## src/rtl/fir_filter.sv

```systemverilog
// -----------------------------------------------------------------------------
// fir_filter -- 16-tap symmetric low-pass FIR for signed 8-bit audio samples.
//
// Datapath (two pipeline stages after the sample strobe):
//   stage 1 : on valid_in the delay line shifts in audio_in. The 16 products
//             h[k]*x[k] of the *updated* delay line are registered on the
//             same clock edge.
//   stage 2 : the products are summed, optionally rounded, arithmetically
//             shifted right by 7 and saturated to 8 bits. The result is
//             registered into filtered_audio together with the data_ready
//             strobe.
//   A strobe sampled on cycle N therefore appears on cycle N+2. Back-to-back
//   strobes stream through with no stall.
//
// Configuration macro:
//   FIR_ROUND_EN : when defined, 64 is added before the >>>7 (round half up).
//                  When undefined, the shift truncates toward -infinity.
//
// Ports:
//   clk_in         : system clock, rising-edge active
//   rst_in         : asynchronous active-high reset (clears all state)
//   audio_in       : signed 8-bit input sample, qualified by valid_in
//   valid_in       : single-cycle input strobe
//   filtered_audio : signed 8-bit filtered sample, held between updates
//   data_ready     : single-cycle strobe marking a new filtered_audio value
// -----------------------------------------------------------------------------
module fir_filter #(
    parameter int NUM_TAPS  = 16,
    parameter int ACC_WIDTH = 20
) (
    input  logic              clk_in,
    input  logic              rst_in,
    input  logic signed [7:0] audio_in,
    input  logic              valid_in,
    output logic signed [7:0] filtered_audio,
    output logic              data_ready
);

    // Saturation bounds expressed at accumulator width so that the compares
    // are width-matched and signed.
    localparam logic signed [ACC_WIDTH-1:0] SAT_MAX = ACC_WIDTH'(127);
    localparam logic signed [ACC_WIDTH-1:0] SAT_MIN = ACC_WIDTH'(-128);
`ifdef FIR_ROUND_EN
    localparam logic signed [ACC_WIDTH-1:0] ROUND_OFS = ACC_WIDTH'(64);
`endif

    // Fixed low-pass coefficients. They sum to 128, so a >>>7 of the
    // accumulator gives unity DC gain.
    function automatic logic signed [7:0] coef(input int k);
        logic signed [7:0] c;
        case (k)
            0:       c = 8'sd1;
            1:       c = 8'sd2;
            2:       c = 8'sd4;
            3:       c = 8'sd6;
            4:       c = 8'sd9;
            5:       c = 8'sd12;
            6:       c = 8'sd14;
            7:       c = 8'sd16;
            8:       c = 8'sd16;
            9:       c = 8'sd14;
            10:      c = 8'sd12;
            11:      c = 8'sd9;
            12:      c = 8'sd6;
            13:      c = 8'sd4;
            14:      c = 8'sd2;
            15:      c = 8'sd1;
            default: c = 8'sd0;
        endcase
        return c;
    endfunction

    // Clamp an accumulator-width value into the signed 8-bit output range.
    function automatic logic signed [7:0] sat8(input logic signed [ACC_WIDTH-1:0] v);
        logic signed [7:0] r;
        if (v > SAT_MAX) begin
            r = 8'sh7F;
        end else if (v < SAT_MIN) begin
            r = 8'sh80;
        end else begin
            r = v[7:0];
        end
        return r;
    endfunction

    logic signed [7:0]           taps_r      [NUM_TAPS];
    logic signed [7:0]           taps_next_s [NUM_TAPS];
    logic signed [ACC_WIDTH-1:0] prod_s      [NUM_TAPS];
    logic signed [ACC_WIDTH-1:0] prod_r      [NUM_TAPS];
    logic                        valid1_r;
    logic signed [ACC_WIDTH-1:0] acc_s;
    logic signed [ACC_WIDTH-1:0] rounded_s;
    logic signed [ACC_WIDTH-1:0] shifted_s;

    // Delay line contents as they will be after this cycle's shift.
    always_comb begin
        taps_next_s[0] = audio_in;
        for (int k = 1; k < NUM_TAPS; k++) begin
            taps_next_s[k] = taps_r[k-1];
        end
    end

    // Products of the updated delay line; stage 1 registers these so the
    // output reflects the sample just accepted.
    always_comb begin
        for (int k = 0; k < NUM_TAPS; k++) begin
            prod_s[k] = ACC_WIDTH'(taps_next_s[k]) * ACC_WIDTH'(coef(k));
        end
    end

    // Delay line: shifts only on an accepted sample.
    always_ff @(posedge clk_in or posedge rst_in) begin
        if (rst_in) begin
            for (int k = 0; k < NUM_TAPS; k++) begin
                taps_r[k] <= 8'sd0;
            end
        end else if (valid_in) begin
            for (int k = 0; k < NUM_TAPS; k++) begin
                taps_r[k] <= taps_next_s[k];
            end
        end else begin
            for (int k = 0; k < NUM_TAPS; k++) begin
                taps_r[k] <= taps_r[k];
            end
        end
    end

    // Stage 1 pipeline register: products plus the stage valid flag.
    always_ff @(posedge clk_in or posedge rst_in) begin
        if (rst_in) begin
            for (int k = 0; k < NUM_TAPS; k++) begin
                prod_r[k] <= '0;
            end
            valid1_r <= 1'b0;
        end else begin
            if (valid_in) begin
                for (int k = 0; k < NUM_TAPS; k++) begin
                    prod_r[k] <= prod_s[k];
                end
            end else begin
                for (int k = 0; k < NUM_TAPS; k++) begin
                    prod_r[k] <= prod_r[k];
                end
            end
            valid1_r <= valid_in;
        end
    end

    // Adder tree, optional rounding offset and arithmetic scale-down.
    // |y| <= 128*128, so ACC_WIDTH = 20 cannot overflow.
    always_comb begin
        acc_s = '0;
        for (int k = 0; k < NUM_TAPS; k++) begin
            acc_s = acc_s + prod_r[k];
        end
`ifdef FIR_ROUND_EN
        rounded_s = acc_s + ROUND_OFS;
`else
        rounded_s = acc_s;
`endif
        shifted_s = rounded_s >>> 7;
    end

    // Stage 2 output register: update only when stage 1 holds a sample,
    // otherwise hold the last filtered value.
    always_ff @(posedge clk_in or posedge rst_in) begin
        if (rst_in) begin
            filtered_audio <= 8'sd0;
            data_ready     <= 1'b0;
        end else begin
            if (valid1_r) begin
                filtered_audio <= sat8(shifted_s);
            end else begin
                filtered_audio <= filtered_audio;
            end
            data_ready <= valid1_r;
        end
    end

endmodule

```

## config.mk

```make
export PLATFORM = sky130hd
export DESIGN_NAME = fir_filter
export DESIGN_NICKNAME = d
export VERILOG_FILES = /design/src/rtl/fir_filter.sv
export SDC_FILE = /design/constraint.sdc
export NUM_CORES = 1
export LEC_CHECK = 0
export ABC_AREA = 1
export CAP_MARGIN = 20
export CORE_AREA = 8 8 224 226
export DETAILED_ROUTE_END_ITERATION = 10
export DIE_AREA = 0 0 232 234
export GPL_TIMING_DRIVEN = 0
export RECOVER_POWER = 25
export SLEW_MARGIN = 20
export SYNTH_ARGS = -nofsm -noshare
export SYNTH_HDL_FRONTEND = slang
export SYNTH_SLANG_ARGS = --single-unit
```

## constraint.sdc

```tcl
create_clock -name clk_in -period 11.21 [get_ports clk_in]
set_clock_uncertainty 0.05 [all_clocks]
set_input_delay 2.242 -clock clk_in [delete_from_list [all_inputs] [get_ports clk_in]]
set_output_delay 2.242 -clock clk_in [all_outputs]
set_load 0.01 [all_outputs]
```

==> results of run 1 <==
==> critical path: stages, from the launching register on <==
cell     delay (ps)
dfrtp_1         400
fa_1            660
inv_1           140
fa_1            540
inv_1            50
fa_1            540
fa_1            540
fa_1            550
inv_1            50
fa_1            520
inv_1            40
ha_1            350
a21oi_1         220
nand2_1         140
a21oi_2         240
nand2_2         110
nand2_1          70
nand2_1          50
nor2_1          120
nand3_1         140
a21oi_4         270
a21oi_1         110
==> flip-flops by register name, summed over array words and instances, names as in the netlist <==
| register | flops |
|---|---|
| taps_next_s | 64 |
| data_ready | 1 |
| filtered_audio | 8 |
| valid1_r | 1 |
| prod_r | 146 |
==> cell type report <==
class	count	area share (%)
well taps	615	4.259
multi-input cells	1103	49.50
inverters	403	8.380
flip-flops and latches	220	30.47
repair buffers	21	1.357
plain buffers	47	1.046
clock buffers	37	4.058
clock inverters	12	0.9211
==> kinds of logic (layout without fill, tap and decap cells) <==
group | count (synthesis) | in the layout
xor gates and xnor gates | 37 | 37
DFF | 220 | 220
and+or+nand+nor | 478 | 478
adders and majority gates | 310 | 310
buffers and inverters | 450 | 520
AOI/OAI and AO/OA | 278 | 278
==> cells in the final DEF (no fill, tap or decap), types with 2 or more instances in the layout <==
master | synthesis | routed
fa_1 | 181 | 181
xor2_1 | 31 | 31
buf_16 | 0 | 2
o21bai_1 | 2 | 2
clkbuf_16 | 0 | 27
clkinvlp_4 | 0 | 2
clkbuf_1 | 36 | 44
inv_1 | 400 | 399
clkdlybuf4s50_1 | 0 | 17
o211ai_1 | 3 | 3
or2_2 | 3 | 3
bufinv_16 | 0 | 3
nor4_1 | 2 | 2
dfrtp_1 | 220 | 220
xnor2_1 | 6 | 6
a21oi_1 | 52 | 52
buf_2 | 10 | 10
nand2_2 | 5 | 5
a31oi_1 | 5 | 5
clkbuf_8 | 0 | 2
ha_1 | 129 | 129
nand2_1 | 365 | 365
a21oi_2 | 3 | 3
inv_6 | 0 | 2
nand3_1 | 44 | 44
nor2_1 | 49 | 49
o21ai_0 | 196 | 196
dlygate4sd3_1 | 0 | 2
inv_2 | 3 | 3
nor3_1 | 3 | 3
clkinv_2 | 0 | 3
o22ai_1 | 13 | 13
==> routing by layer <==
metal / up-vias / global-route usage, % / part of all wire (%)
met5: - / 0 / 0
met4: 0 / 5.922 / 3.9
met3: 79 / 1.669 / 4.2
met2: 270 / 26.58 / 46
met1: 5855 / 21.97 / 46
li1: 5524 / - / -
==> worst paths after layout <==
path                            from                 to  slack (ps)  depth (start not counted)
setup reg to reg           prod_r[7]  filtered_audio[2]        5170                         21
min in group asynchronous     rst_in        prod_r[183]        2760                          2
hold / removal              valid1_r         data_ready         330                          0
setup / recovery           prod_r[7]  filtered_audio[2]        5170                         21
hold reg to reg             valid1_r         data_ready         330                          0
max in group asynchronous     rst_in        prod_r[258]        6730                          4
==> through the flow <==
stage	hold slack [ps]	setup slack (ps)	std cells	TNS [ps]	instance area (µm²)
2_1_floorplan	302.0	2897	1773	0	16150
3_3_place_gp	310.7	-362.4	2407	-75290	17110
3_5_place_dp	321.7	5215	2409	0	17170
4_1_cts	335.9	5212	2458	0	18070
5_1_grt	358.1	4830	2458	0	18070
6_report	328.6	5167	2458	0	18070
==> flow_summary.toml, run 1 <==
[routing]
drt_iter0_drc = 891
drt_first_pass_iters = 5
vias = 11728
drtAntennaViolNets = 0
routed_via_density = 4.771
route.detailed.drc = 0
totalWireLength_mm = 42.63
wl_per_cell_um = 17.34

[floorplanning]
dieWidth_um = 232
die_area_um2 = 54290
initial_core_util_pct = 34.48
core_um2 = 46840
io_pins = 20
die_h_um = 234
rows = 80

[clock_network]
cts-resized-gates = 0
clockBufferDepth = 3
cts_made_buffers = 27
cts_tree = "yes"
cts_hold_buf = 0
post-cts-setup-buffers = 0
clk_latency_ps = 560
clkSinkCount = 220
cts.clk_slew.worst_paths_ps = 60
cts-htree-levels = 1
cts_root_buf = "clkbuf_16"

[job]
max_cap_viol_count = 1

[logic_synthesis]
yosys.area_share.simple_pct = 11.81
syn-cell-area_um2 = 16150
ys_ff_latch = 220
avgSynthCellArea_um2 = 9.109
syn-num-nets = 2094
synthMuxAreaShare_pct = 0
synth_warnings = 0
yosysTopAreaCell = "dfrtp_1"
synth.top_cell.area_share_pct = 34.09
synth-seq-area-share_pct = 34.09
synth_fa_ha_area_share_pct = 32.43
synth-edff-count = 0
synth_compound_area_share_pct = 9.134
synthArstFlopShare_pct = 100.0
synth_xor_area_share_pct = 2.007
synthFlopType = "dfrtp_1"
synth_top_family_by_area = "adder cells"
synth.most_common_cell = "inv_1"
synth_common_cells = "400 x inv_1, 365 x nand2_1, 220 x dfrtp_1, 196 x o21ai_0, 181 x fa_1"
netlist_instances = 1773
ys_top_cells_by_area = "dfrtp_1 34%, fa_1 22%, ha_1 10%"
synth.distinct_cells = 35

[layout]
drive_gt1_share_pct = 4.015
area_delta_synth_final_pct = 11.86
fillerInstances = 4705
multi_input_area_um2 = 8944
insertedDiodeCount = 0
layout.nets = 2144
seq_area_um2 = 5505
fin_util_pct = 38.57

[timing]
relSlewSlack_pct = -62.45
slew_viol_final = 51
timing_hold_violations_final = 0
rsz0062_at_grt = "false"
final.period_utilization_pct = 53.90
fin_crit_ps = 6043
setup_viol = 0
fmax_mhz = 165.5
tightestPinTransition_ps = 2423

[global_routing]
grt_first_pass_wirelength_mm = 68.81
grt-ovfl-total = 0
antenna_found_initial = 0
grt_max_degree = 88
track_usage_pct = 16.16
grt_pass1_vias = 12326

[critical_path]
path_max_fanout = 7
path_class = "register to register"
arrival_ps = 6420
endpoint_kind = "register"
worstSetupStartpointType = "register"
required_ps = 11580

[placement]
routabilityCongestion = 0.8647
portBuffers = 19
hpwlAfterDp_mm = 33.61

[worst_hold_path]
hp-class = "register to register"

[status]
failed_checks = "max-capacitance violations, max-slew violations"
status = "complete, but fails checks"
Power of run 1 is left out: the tool's default activity adds up to more than one toggle a clock period on the data nets, which glitch-free logic cannot reach.
==> run 2: changes to the inputs <==
==> constraint.sdc (replaced) <==
create_clock -name clk_in -period 6.3 [get_ports clk_in]
set_clock_uncertainty 0.05 [all_clocks]
set_input_delay 1.26 -clock clk_in [delete_from_list [all_inputs] [get_ports clk_in]]
set_output_delay 1.26 -clock clk_in [all_outputs]
set_load 0.01 [all_outputs]
==> flow_summary.toml, run 2 (synthesis results as in run 1) <==
[layout]
largest_reg_flops = 146
regMostFlops = "prod_r"
area_delta_synth_final_pct = 11.81
layout_common_cells = "399 x inv_1, 365 x nand2_1, 220 x dfrtp_1"
layout.nets = 2149
drive_gt1_share_pct = 4.117
final_common_cell = "inv_1"
insertedDiodeCount = 0
fillerInstances = 4657

[routing]
routed_via_density = 4.741
drtAntennaViolNets = 0
drt_iter0_drc = 933
drt_first_pass_iters = 5
route.detailed.drc = 0
vias = 11667
totalWireLength_mm = 42.84
wl_per_cell_um = 17.41

[timing]
fin_crit_ps = 5986
fmax_mhz = 167.1
final.period_utilization_pct = 95.01
tightestPinTransition_ps = 1780
finalSetupTns_ps = 0
fin_ws_ps = 314.4
rsz0062_at_grt = "false"
slew_viol_final = 86
setup_viol = 0
timing_hold_violations_final = 0
relSlewSlack_pct = -18.69

[critical_path]
arrival_ps = 6350
path_class = "register to register"
endpoint_kind = "register"
worstSetupStartpointType = "register"
path_max_fanout = 7
r2r.worst_path.cells = 21
ff2ff_setup_slack_ps = 310
r2r_end = "filtered_audio[3]"
worstReg2RegStart = "prod_r[7]"
required_ps = 6660

[floorplanning]
core_um2 = 46840
dieWidth_um = 232
io_pins = 20
initial_core_util_pct = 34.48
rows = 80
die_area_um2 = 54290
die_h_um = 234

[worst_hold_path]
worstHoldPathCells = 0
hp-class = "register to register"
hold_start = "valid1_r"
hold_end = "data_ready"

[placement]
routabilityCongestion = 0.8785
portBuffers = 19
dp_slack_ps = 287.0
hpwlAfterDp_mm = 34.34

[global_routing]
grt_max_degree = 34
track_usage_pct = 16.30
antenna_found_initial = 0
grt_pass1_vias = 12433
grt-ovfl-total = 0
grt_first_pass_wirelength_mm = 69.39

[clock_network]
cts.clk_slew.worst_paths_ps = 60
cts_tree = "yes"
clk_latency_ps = 540
clockBufferDepth = 3
clkSinkCount = 220
cts_made_buffers = 27
cts-htree-levels = 1
cts_root_buf = "clkbuf_16"
cts-resized-gates = 0
cts_hold_buf = 0
post-cts-setup-buffers = 0

[status]
failed_checks = "max-capacitance violations, max-slew violations"
status = "complete, but fails checks"

[job]
max_cap_viol_count = 3
-- run 2: critical path: stages, from the launching register on --
cell and delay, ps:
dfrtp_1 390, fa_1 640, inv_1 140, fa_1 540
inv_1 50, fa_1 540, fa_1 550, fa_1 540
inv_1 50, fa_1 520, inv_1 40, ha_1 340
a21oi_1 210, nand2_1 130, a21oi_2 250, nand2_2 100
nand2_1 70, nand2_1 40, nor2_1 120, nand3_1 130
a21oi_4 270, a21oi_1 110
-- run 2: how the worst max path moves through the flow --
| stage | startpoint | endpoint | slack (ps) | depth (start not counted) |
|---|---|---|---|---|
| after global placement | rst_in | prod_r[28] | 220 | 2 |
| after detailed placement | prod_r[7] | filtered_audio[1] | 290 | 18 |
| final | prod_r[7] | filtered_audio[3] | 310 | 21 |
| after CTS | prod_r[7] | filtered_audio[3] | 300 | 18 |
| after floorplan | prod_r[7] | filtered_audio[0] | 800 | 21 |
| after global routing | prod_r[7] | filtered_audio[3] | 40 | 18 |
-- run 2: area by class of cell --
type	instances	area [µm²]	area share, %
multi-input cells	1103	8944	49.53
flip-flops and latches	220	5505	30.49
inverters	403	1514	8.384
well taps	615	769.5	4.261
clock buffers	38	767.0	4.247
repair buffers	26	266.5	1.476
plain buffers	47	188.9	1.046
clock inverters	9	103.9	0.5751
-- run 2: routing by layer --
layer / global-route usage (%) / routed length [µm] / up-vias
li1: - / - / 5539
met1: 21.87 / 18920 / 5778
met2: 26.77 / 19780 / 282
met3: 1.839 / 2293 / 68
met4: 6.492 / 1840 / 0
met5: 0 / 0 / -
-- run 2: stage by stage --
stage / std cells / util [%] / hold slack [ps] / instance area, µm²
2_1_floorplan: 1773 / - / 302.0 / 16150
3_3_place_gp: 2407 / 36.53 / 310.3 / 17110
3_5_place_dp: 2414 / 36.83 / 311.0 / 17250
4_1_cts: 2461 / 38.69 / 324.0 / 18120
5_1_grt: 2461 / 38.55 / 338.9 / 18060
6_report: 2461 / 38.55 / 321.4 / 18060
Power of run 2 is left out for the same reason.
==> run 3: changes to the inputs <==
--- a/config.mk
+++ b/config.mk
@@ -6,10 +6,9 @@
 export NUM_CORES = 1
 export LEC_CHECK = 0
 export ABC_AREA = 1
-export CAP_MARGIN = 20
-export CORE_AREA = 8 8 224 226
+export CORE_AREA = 2 2 218 220
 export DETAILED_ROUTE_END_ITERATION = 10
-export DIE_AREA = 0 0 232 234
+export DIE_AREA = 0 0 220 222
 export GPL_TIMING_DRIVEN = 0
 export RECOVER_POWER = 25
 export SLEW_MARGIN = 20
==> flow_summary.toml, run 3 (synthesis results as in run 1) <==
[placement]
hpwlAfterDp_mm = 34.20
dp.cells = 2406
portBuffers = 19
routabilityCongestion = 0.8646

[worst_hold_path]
hp-class = "register to register"

[critical_path]
path_class = "register to register"
worstPathBufferInverterCount = 5
crit_family = "adder cells"
max_stage_delay_ps = 560
worstSetupStartpointType = "register"
endpoint_kind = "register"
crit_slowest_cell = "fa_1"
required_ps = 6660
arrival_ps = 6420
path_max_fanout = 7
crit_chain = "inv_1, fa_1, inv_1, fa_1, fa_1, fa_1, fa_1, inv_1, fa_1, inv_1, ha_1, nand2_1, inv_1, a21oi_1, nand2_1, nand2_1, nand2_1, nand2_1, nand2_1, nor2_1, nand3_1, a21oi_4, a21oi_1"

[layout]
fin_cells = 2455
layout_common_cells = "399 x inv_1, 364 x nand2_1, 220 x dfrtp_1"
fillerInstances = 4586
area_delta_synth_final_pct = 12.40
final_common_cell = "inv_1"
seq_area_um2 = 5505
regMostFlops = "prod_r"
drive_gt1_share_pct = 4.708
largest_reg_flops = 146
multi_input_area_um2 = 8954
insertedDiodeCount = 0
layout.nets = 2149

[status]
failed_checks = "max-capacitance violations, max-slew violations"
status = "complete, but fails checks"

[routing]
wl_per_cell_um = 17.42
routed_via_density = 4.789
vias = 11757
drtAntennaViolNets = 0
totalWireLength_mm = 42.76
drt_iter0_drc = 867
route.detailed.drc = 0
drt_first_pass_iters = 5

[global_routing]
grt-ovfl-total = 0
globalRouteMet1Util_pct = 24.87
grt_first_pass_wirelength_mm = 68.16
grt_max_degree = 34
globalRouteMet3Util_pct = 2.167
antenna_found_initial = 0
grt_pass1_vias = 12189
grt-busiest-layer = "met2"
track_usage_pct = 18.17
met2_usage_pct = 29.59

[floorplanning]
die_area_um2 = 48840
initial_core_util_pct = 34.91
core_um2 = 46260
die_h_um = 222
io_pins = 20
dieWidth_um = 220
rows = 79

[clock_network]
clockBufferDepth = 3
cts-htree-levels = 1
cts_tree = "yes"
clkSinkCount = 220
cts_root_buf = "clkbuf_16"
cts_made_buffers = 27
clk_latency_ps = 540
cts.clk_slew.worst_paths_ps = 60

[timing]
final.period_utilization_pct = 96.14
finalSetupTns_ps = 0
timing_hold_violations_final = 0
slew_viol_final = 91
fmax_mhz = 165.1
setup_viol = 0
fin_crit_ps = 6057
tightestPinTransition_ps = 1789
rsz0062_at_grt = "false"
relSlewSlack_pct = -19.29

[job]
max_cap_viol_count = 3
-- run 3: metrics by stage --
step	worst slack [ps]	utilization, %	hold WS, ps	cell area [µm²]
global placement	216.2	36.97	310.1	17100
finish	243.4	39.24	327.1	18150
CTS	254.0	39.36	330.4	18210
floorplan	797.0	-	302.0	16150
detailed placement	308.6	37.28	316.9	17240
global route	9.834	39.24	334.5	18150
-- run 3: what timing repair did --
item,in CTS,in global routing
setup buffers,0,0
hold buffers,0,0
resized for setup,0,4
endpoints found under the setup margin,0,7
-- run 3: final timing paths --
path                           start                 to  cells past startpoint  slack [ps]
setup / recovery           prod_r[7]  filtered_audio[5]                     23         240
setup reg to reg           prod_r[7]  filtered_audio[5]                     23         240
hold reg to reg             valid1_r         data_ready                      0         330
hold / removal              valid1_r         data_ready                      0         330
min in group asynchronous     rst_in    taps_next_s[76]                      2        1340
max in group asynchronous     rst_in         prod_r[49]                      5        1090
-- run 3: metal layers --
layer	vias up	part of all wire, %
met5	-	0
li1	5546	-
met1	5849	45
met3	74	4.9
met4	0	4.0
met2	288	46
-- run 3: final cells by class --
cell class	count	area share, %
Timing Repair Buffer	26	1.468
Multi-Input combinational cell	1103	49.32
Tap cell	607	4.184
Clock inverter	13	0.9650
Buffer	47	1.041
Clock buffer	36	4.349
Inverter	403	8.340
Sequential cell	220	30.33
Power of run 3 is left out for the same reason.
